$ cat config.mk
export PLATFORM = sky130hd
export DESIGN_NAME = mux_scan_capture_flat
export DESIGN_NICKNAME = d
export VERILOG_FILES = /design/src/rtl/mux_scan_pkg.sv /design/src/rtl/mux_scan_capture_if.sv /design/src/rtl/mux_scan_capture_scan_counter.sv /design/src/rtl/mux_scan_capture.sv /design/src/flat_wrapper.sv
export SDC_FILE = /design/constraint.sdc
export NUM_CORES = 1
export LEC_CHECK = 0
export CORE_ASPECT_RATIO = 0.9
export CORE_UTILIZATION = 30
export CTS_CLUSTER_SIZE = 20
export DETAILED_ROUTE_END_ITERATION = 16
export REMOVE_ABC_BUFFERS = 1
export SETUP_SLACK_MARGIN = 0.05
export SLEW_MARGIN = 20
export SYNTH_ARGS = -nofsm -noshare
export SYNTH_HDL_FRONTEND = slang
export SYNTH_HIERARCHICAL = 1
export SYNTH_SLANG_ARGS = --single-unit
$ cat constraint.sdc
create_clock -name clk -period 2.25 [get_ports clk]
set_input_delay 0.45 -clock clk [delete_from_list [all_inputs] [get_ports clk]]
set_output_delay 0.45 -clock clk [all_outputs]
set_load 0.03 [all_outputs]
$ cat src/rtl/mux_scan_pkg.sv
// Shared types and constants for the 4-source mux scan/capture stage.
package mux_scan_pkg;

   typedef enum logic [1:0] {
      ST_IDLE = 2'd0,
      ST_SCAN = 2'd1,
      ST_DONE = 2'd2
   } state_e;

   localparam int SEL_W = 2;
   localparam logic [SEL_W-1:0] LAST_IDX = 2'd3;

   // Four N-bit unsigned samples need two extra bits to sum without overflow.
   function automatic int sum_w(input int n);
      return n + 2;
   endfunction

endpackage

$ cat src/rtl/mux_scan_capture_if.sv
// Bus between the scan/capture stage and its mux and result consumer.
interface mux_scan_capture_if
   import mux_scan_pkg::*;
#(
   parameter int N = 5
) ();

   // start is a level sampled on a rising edge with no ready (ignored while
   // scanning); done is a one-cycle valid qualifying max_val/max_idx/sum,
   // which then hold until the next done.
   logic                 start;
   logic [SEL_W-1:0]     mux_sel;
   logic [N-1:0]         mux_out;
   logic                 busy;
   logic                 done;
   logic [N-1:0]         max_val;
   logic [SEL_W-1:0]     max_idx;
   logic [sum_w(N)-1:0]  sum;

   modport master (
      output start, mux_out,
      input  mux_sel, busy, done, max_val, max_idx, sum
   );

   modport slave (
      input  start, mux_out,
      output mux_sel, busy, done, max_val, max_idx, sum
   );

endinterface

$ cat src/rtl/mux_scan_capture_scan_counter.sv
// Source-index counter for the scan: clear, enable, terminal count at LAST_IDX.
module scan_counter
   import mux_scan_pkg::*;
(
   input  logic             clk,
   input  logic             rst,
   input  logic             clr,
   input  logic             en,
   output logic [SEL_W-1:0] cnt,
   output logic             tc
);

   logic [SEL_W-1:0] cnt_q, cnt_d;

   always_comb begin
      cnt_d = cnt_q;
      if (clr) begin
         cnt_d = '0;
      end else if (en) begin
         cnt_d = cnt_q + 1'b1;
      end
   end

   always_ff @(posedge clk or negedge rst) begin
      if (!rst) begin
         cnt_q <= '0;
      end else begin
         cnt_q <= cnt_d;
      end
   end

   assign cnt = cnt_q;
   assign tc  = (cnt_q == LAST_IDX);

endmodule

$ cat src/rtl/mux_scan_capture.sv
// Scans the four mux sources one per cycle and captures max, its index and sum.
module mux_scan_capture
   import mux_scan_pkg::*;
#(
   parameter int N = 5
) (
   input  logic              clk,
   input  logic              rst,
   mux_scan_capture_if.slave bus,
   output logic [1:0]        dbg_state
);

   localparam int SW = sum_w(N);

   localparam logic [1:0] IDLE = ST_IDLE;
   localparam logic [1:0] SCAN = ST_SCAN;
   localparam logic [1:0] DONE = ST_DONE;

   logic [1:0]       state_q, state_d;
   logic [N-1:0]     acc_max_q, acc_max_d;
   logic [SEL_W-1:0] acc_idx_q, acc_idx_d;
   logic [SW-1:0]    acc_sum_q, acc_sum_d;
   logic [N-1:0]     max_val_q, max_val_d;
   logic [SEL_W-1:0] max_idx_q, max_idx_d;
   logic [SW-1:0]    sum_q, sum_d;

   logic             cnt_clr;
   logic             cnt_en;
   logic [SEL_W-1:0] cnt;
   logic             cnt_tc;

   logic             take;
   logic [N-1:0]     smp_max;
   logic [SEL_W-1:0] smp_idx;
   logic [SW-1:0]    smp_sum;

   scan_counter u_cnt (
      .clk (clk),
      .rst (rst),
      .clr (cnt_clr),
      .en  (cnt_en),
      .cnt (cnt),
      .tc  (cnt_tc)
   );

   // Strict compare keeps the lowest index on ties; sample 0 always seeds.
   always_comb begin
      take    = (cnt == '0) || (bus.mux_out > acc_max_q);
      smp_max = take ? bus.mux_out : acc_max_q;
      smp_idx = take ? cnt : acc_idx_q;
      smp_sum = acc_sum_q + SW'(bus.mux_out);
   end

   always_comb begin
      state_d   = state_q;
      cnt_clr   = 1'b0;
      cnt_en    = 1'b0;
      acc_max_d = acc_max_q;
      acc_idx_d = acc_idx_q;
      acc_sum_d = acc_sum_q;
      max_val_d = max_val_q;
      max_idx_d = max_idx_q;
      sum_d     = sum_q;

      case (state_q)
         IDLE, DONE: begin
            if (bus.start) begin
               state_d   = SCAN;
               cnt_clr   = 1'b1;
               acc_max_d = '0;
               acc_idx_d = '0;
               acc_sum_d = '0;
            end else begin
               state_d = IDLE;
            end
         end
         SCAN: begin
            cnt_en    = 1'b1;
            acc_max_d = smp_max;
            acc_idx_d = smp_idx;
            acc_sum_d = smp_sum;
            if (cnt_tc) begin
               state_d   = DONE;
               max_val_d = smp_max;
               max_idx_d = smp_idx;
               sum_d     = smp_sum;
            end
         end
         default: begin
            state_d   = IDLE;
            cnt_clr   = 1'b1;
            acc_max_d = '0;
            acc_idx_d = '0;
            acc_sum_d = '0;
         end
      endcase
   end

   always_ff @(posedge clk or negedge rst) begin
      if (!rst) begin
         state_q   <= IDLE;
         acc_max_q <= '0;
         acc_idx_q <= '0;
         acc_sum_q <= '0;
         max_val_q <= '0;
         max_idx_q <= '0;
         sum_q     <= '0;
      end else begin
         state_q   <= state_d;
         acc_max_q <= acc_max_d;
         acc_idx_q <= acc_idx_d;
         acc_sum_q <= acc_sum_d;
         max_val_q <= max_val_d;
         max_idx_q <= max_idx_d;
         sum_q     <= sum_d;
      end
   end

   // Control outputs decode straight from the state flop, so reset clears them at once.
   assign bus.busy    = (state_q == SCAN);
   assign bus.done    = (state_q == DONE);
   assign bus.mux_sel = (state_q == SCAN) ? cnt : '0;
   assign bus.max_val = max_val_q;
   assign bus.max_idx = max_idx_q;
   assign bus.sum     = sum_q;
   assign dbg_state   = state_q;

endmodule

$ cat src/flat_wrapper.sv
// flat-port wrapper written by rule: the top's interface ports become plain ports
module mux_scan_capture_flat import mux_scan_pkg::*;
#(
   parameter int N = 5
)
  (clk, rst, dbg_state, bus_start, bus_mux_out, bus_mux_sel, bus_busy, bus_done, bus_max_val, bus_max_idx, bus_sum);
  mux_scan_capture_if #(.N(N)) bus_i ();
  input  logic clk;
  input  logic rst;
  output logic [1:0] dbg_state;
  input wire logic [$bits(bus_i.start)-1:0] bus_start;
  input wire logic [$bits(bus_i.mux_out)-1:0] bus_mux_out;
  output wire logic [$bits(bus_i.mux_sel)-1:0] bus_mux_sel;
  output wire logic [$bits(bus_i.busy)-1:0] bus_busy;
  output wire logic [$bits(bus_i.done)-1:0] bus_done;
  output wire logic [$bits(bus_i.max_val)-1:0] bus_max_val;
  output wire logic [$bits(bus_i.max_idx)-1:0] bus_max_idx;
  output wire logic [$bits(bus_i.sum)-1:0] bus_sum;
  assign bus_i.start = bus_start;
  assign bus_i.mux_out = bus_mux_out;
  assign bus_mux_sel = bus_i.mux_sel;
  assign bus_busy = bus_i.busy;
  assign bus_done = bus_i.done;
  assign bus_max_val = bus_i.max_val;
  assign bus_max_idx = bus_i.max_idx;
  assign bus_sum = bus_i.sum;
  mux_scan_capture #(.N(N)) u_core (.clk(clk), .rst(rst), .bus(bus_i), .dbg_state(dbg_state));
endmodule
---- Word-level counts from Yosys, hierarchy flattened ----
Cells that the tools add are included.
storage, ports and cells
  flip-flop bits (word level) ............. 32
  input port bits ......................... 8
  output and inout bits ................... 20
cells by class
  equal/unequal tests ..................... 5
  $add $sub $neg .......................... 2
  $lt $le $gt $ge ......................... 1
  multiplexer cells ....................... 17
  reduce and logical (&&, ||, !) cells .... 6
operators by type and width
  kind                                                    number
  one-hot mux 7 bit (2 select lines)                      1
  2-to-1 mux 2 bit                                        6
  2-to-1 mux 5 bit                                        2
  one-hot mux 5 bit (2 select lines)                      1
  one-hot mux 2 bit (2 select lines)                      2
  adder 7 x 5 -> 7 bit                                    1
  2-to-1 mux 7 bit                                        1
  > comparator 5 bit                                      1
  equality test 2 bit (second input constant)             2
  logical NOT 2 bit                                       2
  2-to-1 mux 1 bit                                        3
  adder 2 x 1 -> 2 bit (second input constant)            1
  equality test 2 x 1 -> 1 bit (second input constant)    1
  inequality test 2 x 1 -> 1 bit (second input constant)  1
  inequality test 2 bit (second input constant)           1
  one-hot mux 1 bit (2 select lines)                      1
  AND reduction 2 bit                                     1
  nonzero test 2 bit                                      1
  OR reduction 2 bit                                      1
  logical OR 1 bit                                        1

---- Logic depth before layout (Yosys ltp) ----
  depth after elaboration ................. 4
  depth in mapped cells ................... 8
  gate-level depth less buffers ........... 7

---- Modules after synthesis ----
Netlist, hierarchy kept.
modules (own cells, without submodules)
  module            instances  area an instance (µm²)  cells each
  mux_scan_capture  1          1577.8                  163
  scan_counter      1          88.8                    7

---- Worst setup path before layout ----
Ideal clock, no wire load.
  path kind ............................... register to register
  start point ............................. reg u_core.state_q[1], in the netlist u_core/dbg_state[1]
  end point ............................... reg u_core.max_idx_q[1], in the netlist u_core/bus.max_idx[1]
  cell stages (with the launch flop) ...... 8
  path slack .............................. 245 ps
  arrival time ............................ 1911 ps
  clock period less this slack ............ 2005 ps
  setup time .............................. 94 ps
  data required time ...................... 2156 ps
  path through ............................ dfrtp_1 -> nand2b_1 -> buf_4 -> clkinv_1 -> nand2_2 -> inv_1 -> buf_2 -> a211oi_1
between the ends
  longest elaborated chain between the ends .. 2
ends and longest elaborated chain
  what                                  line                     source
  start, declared                       mux_scan_capture.sv:19   logic [1:0] state_q, state_d;
  start signal, assigned                mux_scan_capture.sv:109  state_q <= state_d;
  equality test 2 x 1 -> 1 bit          n/a
  net bus_busy                          flat_wrapper.sv:14       output wire logic [$bits(bus_i.busy)-1:0] bus_busy;
  AND reduction 2 bit (no source line)  n/a
  end signal, assigned                  mux_scan_capture.sv:114  max_idx_q <= max_idx_d;
  end, declared                         mux_scan_capture.sv:24   logic [SEL_W-1:0] max_idx_q, max_idx_d;
The timed path passes the listed nets, and every way through them passes these cells.
A chain may end at the register's enable or synchronous reset.

---- Worst setup path in the final report ----
  start point ............................. in bus_mux_out[4]
  end point ............................... reg u_core.acc_idx_q[0]
between the ends
  longest elaborated chain between the ends .. 4
ends and longest elaborated chain
  what                                line                     source
  start, declared                     flat_wrapper.sv:12       input wire logic [$bits(bus_i.mux_out)-1:0] bus_mux_out;
  > comparator 5 bit                  mux_scan_capture.sv:48   take = (cnt == '0) || (bus.mux_out > acc_max_q);
  logical OR 1 bit                    mux_scan_capture.sv:48
  2-to-1 mux 2 bit                    mux_scan_capture.sv:50   smp_idx = take ? cnt : acc_idx_q;
  one-hot mux 2 bit (2 select lines)  mux_scan_capture.sv:65   case (state_q)
  end signal, assigned                mux_scan_capture.sv:111  acc_idx_q <= acc_idx_d;
  end, declared                       mux_scan_capture.sv:21   logic [SEL_W-1:0] acc_idx_q, acc_idx_d;
No other way between the ends.

==> results.py <==
metrics = {
    "placement": {
        "port-buffer-count": 27,
        "post_dp_cell_area_sq_um": 2130,
        "dp_hpwl_mm": 2.89,
        "routabilityCongestion": 0.805,
    },
    "logic_synthesis": {
        "synthCells": 170,
        "synth-seq-cells": 32,
        "yosys_most_used_dff": "dfrtp_1",
        "synthTopCellsByArea": "dfrtp_1 48%, ha_1 8.3%, a21oi_1 4.8%",
        "synth.yosys.seq_area_share": 0.480,
        "syn_area_per_cell_sq_um": 9.80,
        "synth.distinct_cells": 37,
        "synth-warning-count": 6,
        "synth-edff-count": 0,
        "async_flop_share": 1.00,
        "syn_area_sq_um": 1670,
        "synth_top_area_frac": 0.480,
        "synth_area_leader_cell": "dfrtp_1",
    },
    "routing": {
        "first_iter_violations": 68,
        "wl_met3_um": 181,
        "drc": 0,
        "routed_via_density": 4.99,
        "top_layer": "met4",
        "vias": 1426,
        "first_pass_iters": 4,
        "ant_nets": 0,
        "wl_met2_mm": 1.72,
        "wl_mm": 4.00,
        "wl_per_cell_um": 14.0,
        "m1WireLength_mm": 2.03,
    },
    "sta": {
        "setup_viol": 0,
        "max_slew_margin": 0.449,
        "hold_viol": 0,
        "fmaxAchievable_mhz": 467,
        "skew_ps": 8.07,
        "worst_pin_slew_ps": 824,
        "rsz0062_at_grt": "false",
        "period_share": 0.951,
        "finalMaxSlewViolations": 0,
        "hold_ws_ps": 478,
        "fin_crit_ps": 2140,
    },
    "clocking": {
        "clockRootBuffer": "clkbuf_8",
        "cts_made_buffers": 5,
        "cts_buffer_depth": 2,
        "clk_latency_ps": 290,
        "clock_sinks": 32,
        "clkTransAtPathRegs_ps": 70,
        "cts_tree": "built",
        "ctsHoldBuffers": 0,
        "htree_levels": 2,
    },
    "floorplanning": {
        "die_w_um": 80.6,
        "die-height_um": 72.7,
        "rows": 25,
        "initial_core_util": 0.315,
        "dieArea_sq_um": 5860,
        "io_pins": 28,
        "core_sq_um": 5290,
    },
    "layout": {
        "drive_above_1_share": 0.146,
        "final_cell_mix": "32 x dfrtp_1, 24 x clkdlybuf4s50_1, 19 x nand2_1",
        "final_common_cell": "dfrtp_1",
        "nets": 238,
        "fill_cells": 538,
        "area_growth_pct": 35.8,
        "n_antenna_cell": 0,
        "final_area_sq_um": 2260,
    },
    "grt": {
        "antenna_found_initial": 0,
        "grt_usage": 0.155,
        "grt_pass1_wl_mm": 6.72,
        "globalRouteOverflowTotal": 0,
        "grt_pass1_vias": 1359,
        "grt_start_max_net_pins": 33,
    },
    "power_and_ir_drop": {
        "power_per_cell_area_nw_per_um2": 1590,
        "leakagePower_uw": 0.00105,
        "max-vdd-ir-drop_mv": 0.595,
    },
    "critical_path": {
        "crit_fanout": 7,
        "startpoint_type": "primary input",
        "critPathKind": "primary input to flip-flop",
        "crit_arrival_ps": 2310,
        "worst_setup_path_end_kind": "flip-flop",
        "worstPathRequired_ps": 2420,
    },
    "run": {
        "cap_violations": 0,
    },
    "status": {
        "status": "complete, no violations",
    },
    "min_path": {
        "hp-class": "flip-flop to flip-flop",
    },
}
cells in the mapped netlist (2+ instances only):
cell,number
a211oi_1,5
a21oi_1,16
a22o_1,7
buf_2,2
dfrtp_1,32
ha_1,11
inv_1,15
nand2_1,19
nand2b_1,2
nor2_1,15
o21ai_0,15
o21bai_1,2
o22ai_1,2
xnor2_1,4
state kept, by name, indices dropped and copies added (netlist names):
name,count
u_core/acc_sum_q,7
u_core/bus.sum,7
u_core/acc_max_q,5
u_core/bus.max_val,5
u_core/u_cnt/cnt,2
u_core/bus.max_idx,2
u_core/dbg_state,2
u_core/acc_idx_q,2
per-layer routing:
metal | GRT usage | vias up
met5 | 0 | -
met4 | 0.0655 | 0
met3 | 0.0400 | 7
met2 | 0.224 | 30
met1 | 0.219 | 689
li1 | - | 700
power by group:
part | internal, uW | total [uW] | switching, uW
sequential | 845 | 1040 | 194
combinational | 877 | 2010 | 1140
clock | 328 | 546 | 218
final timing paths:
path | slack (ps) | cells after the start | start | end
min reg2reg | 480 | 2 | u_core/bus.sum[2]$_DFFE_PN0P_ | u_core/bus.sum[2]$_DFFE_PN0P_
max | 110 | 7 | bus_mux_out[4] | u_core/acc_idx_q[0]$_DFFE_PN0P_
min | 480 | 2 | u_core/bus.sum[2]$_DFFE_PN0P_ | u_core/bus.sum[2]$_DFFE_PN0P_
max in group asynchronous | 1380 | 2 | rst | u_core/acc_max_q[4]$_DFFE_PN0P_
max reg2reg | 260 | 7 | u_core/acc_max_q[2]$_DFFE_PN0P_ | u_core/acc_idx_q[0]$_DFFE_PN0P_
min in group asynchronous | 570 | 2 | rst | u_core/acc_max_q[1]$_DFFE_PN0P_
per-stage QoR:
stage                      util  cells  TNS (ps)  power (uW)  setup WS (ps)
after global placement    0.403    278     -3560        3000           -253
after global routing      0.428    286         0        3880           50.2
after detailed placement  0.403    278     -4170        3030           -288
after CTS                 0.423    286         0        3590           64.3
after floorplan               -    167         0        2240           55.4
final                     0.428    286         0        3600            110
cell families after synthesis:
family                     synth area share
xor gates and xnor gates             0.0210
muxes                               0.00601
DFF                                   0.480
adders and majority gates            0.0946
AOI/OAI and AO/OA                     0.243
buffers and inverters                0.0465
and+or+nand+nor                       0.108
critical path, stage by stage:
cell and delay (ps):
clkdlybuf4s50_1 480, ha_1 240, and4_1 220, a221o_1 380
and2_2 270, o21ai_0 160, o21ai_0 100
what timing repair did:
item	in CTS	in global routing
cloned	0	0
buffers inserted	0	0
gates resized for setup	3	8
setup endpoints to repair	6	16
pin swaps	0	7
cell type report:
type	count	area, sq um	area share
multi-input combinational	119	810	0.358
clock buffer	6	72.6	0.0321
timing repair buffer	44	402	0.177
tap	67	83.8	0.0370
inverter	16	60.1	0.0265
clock inverter	2	35.0	0.0155
sequential	32	801	0.354
Note: power is estimated with default switching activity, not from simulation.
==> RTL edit: new RTL, config.mk and constraints unchanged <==
Set the package constant `SEL_W` to 3 (it was 2).
--- a/src/rtl/mux_scan_pkg.sv
+++ b/src/rtl/mux_scan_pkg.sv
@@ -7,7 +7,7 @@
       ST_DONE = 2'd2
    } state_e;
 
-   localparam int SEL_W = 2;
+   localparam int SEL_W = 3;
    localparam logic [SEL_W-1:0] LAST_IDX = 2'd3;
 
    // Four N-bit unsigned samples need two extra bits to sum without overflow.
Ports: changed (resized bus_max_idx and bus_mux_sel); port bits go from 28 to 30. No check against the original RTL was run, so the function may have changed too.
==> RTL edit against the original RTL <==
  * The flow now finishes with violations (DRC)
  * Sequential cell count is 3 higher
  * Final area grew 7.2%
  * Wire length rose by 1.8%
  * Synthesized cell count grew 1.2%
  * Setup slack gained 48 ps
  * Total power is 6.8% higher
  * Area after synthesis up 10%
  * Combinational power grew 12%
  * Register-to-register slack worse by 90 ps
  * Critical path type unchanged
  * Largest cell class unchanged
==> RTL edit: results <==
{
  "synth_compound_area_share_pct": 21.4,
  "clk_share_pct": 3.35,
  "cpPeakStageDelay_ps": 320,
  "p_comb_share_pct": 58.8,
  "yosys-top-cells-area": "dfrtp_1, ha_1, nand2_1",
  "critPathLaunch": "bus_mux_out[2]",
  "placed_area_sq_um": 2300,
  "drive_gt1_share_pct": 17.0,
  "status": "finished, violations left",
  "avgRoutedWirePerCell_um": 13.9,
  "drc": 4,
  "grt_max_degree": 36,
  "nNetsFinal": 243,
  "dp_slack_ps": -447,
  "grt_pass1_wl_mm": 7.09,
  "violations": "DRC",
  "reg2reg_setup_slack_ps": 170,
  "final_util_pct": 41.9,
  "ys_seq_area_share_pct": 47.8,
  "multi_input_area_share_pct": 36.2,
  "place_hpwl_mm": 3.00,
  "slowest_stage": "a221oi_4",
  "cp_max_fo": 6,
  "r2r-end": "u_core/acc_max_q[0]",
  "fin_cells": 293
}
-- RTL edit: routing by layer --
| layer | vias up | GRT usage [%] | routed length [um] |
|---|---|---|---|
| li1 | 711 | - | - |
| met1 | 654 | 20.6 | 2080 |
| met2 | 35 | 21.0 | 1720 |
| met3 | 6 | 3.58 | 209 |
| met4 | 0 | 5.08 | 63 |
| met5 | - | 0 | 0 |
-- RTL edit: how the worst min path moves through the flow --
stage	slack (ps)	cells after the start	startpoint	to
detailed placement	470	2	u_core/bus.sum[0]	u_core/bus.sum[0]
global placement	470	2	u_core/acc_sum_q[2]	u_core/acc_sum_q[2]
global route	500	2	u_core/acc_sum_q[2]	u_core/acc_sum_q[2]
CTS	490	2	u_core/bus.sum[0]	u_core/bus.sum[0]
finish	480	2	u_core/bus.sum[1]	u_core/bus.sum[1]
floorplan	150	0	rst	u_core/acc_idx_q[0]
-- RTL edit: worst min-delay path: cells and delay by family (launching register included) --
kind / cells / cell delay (ps)
and+or+nand+nor: 2 / 100
DFF: 1 / 350
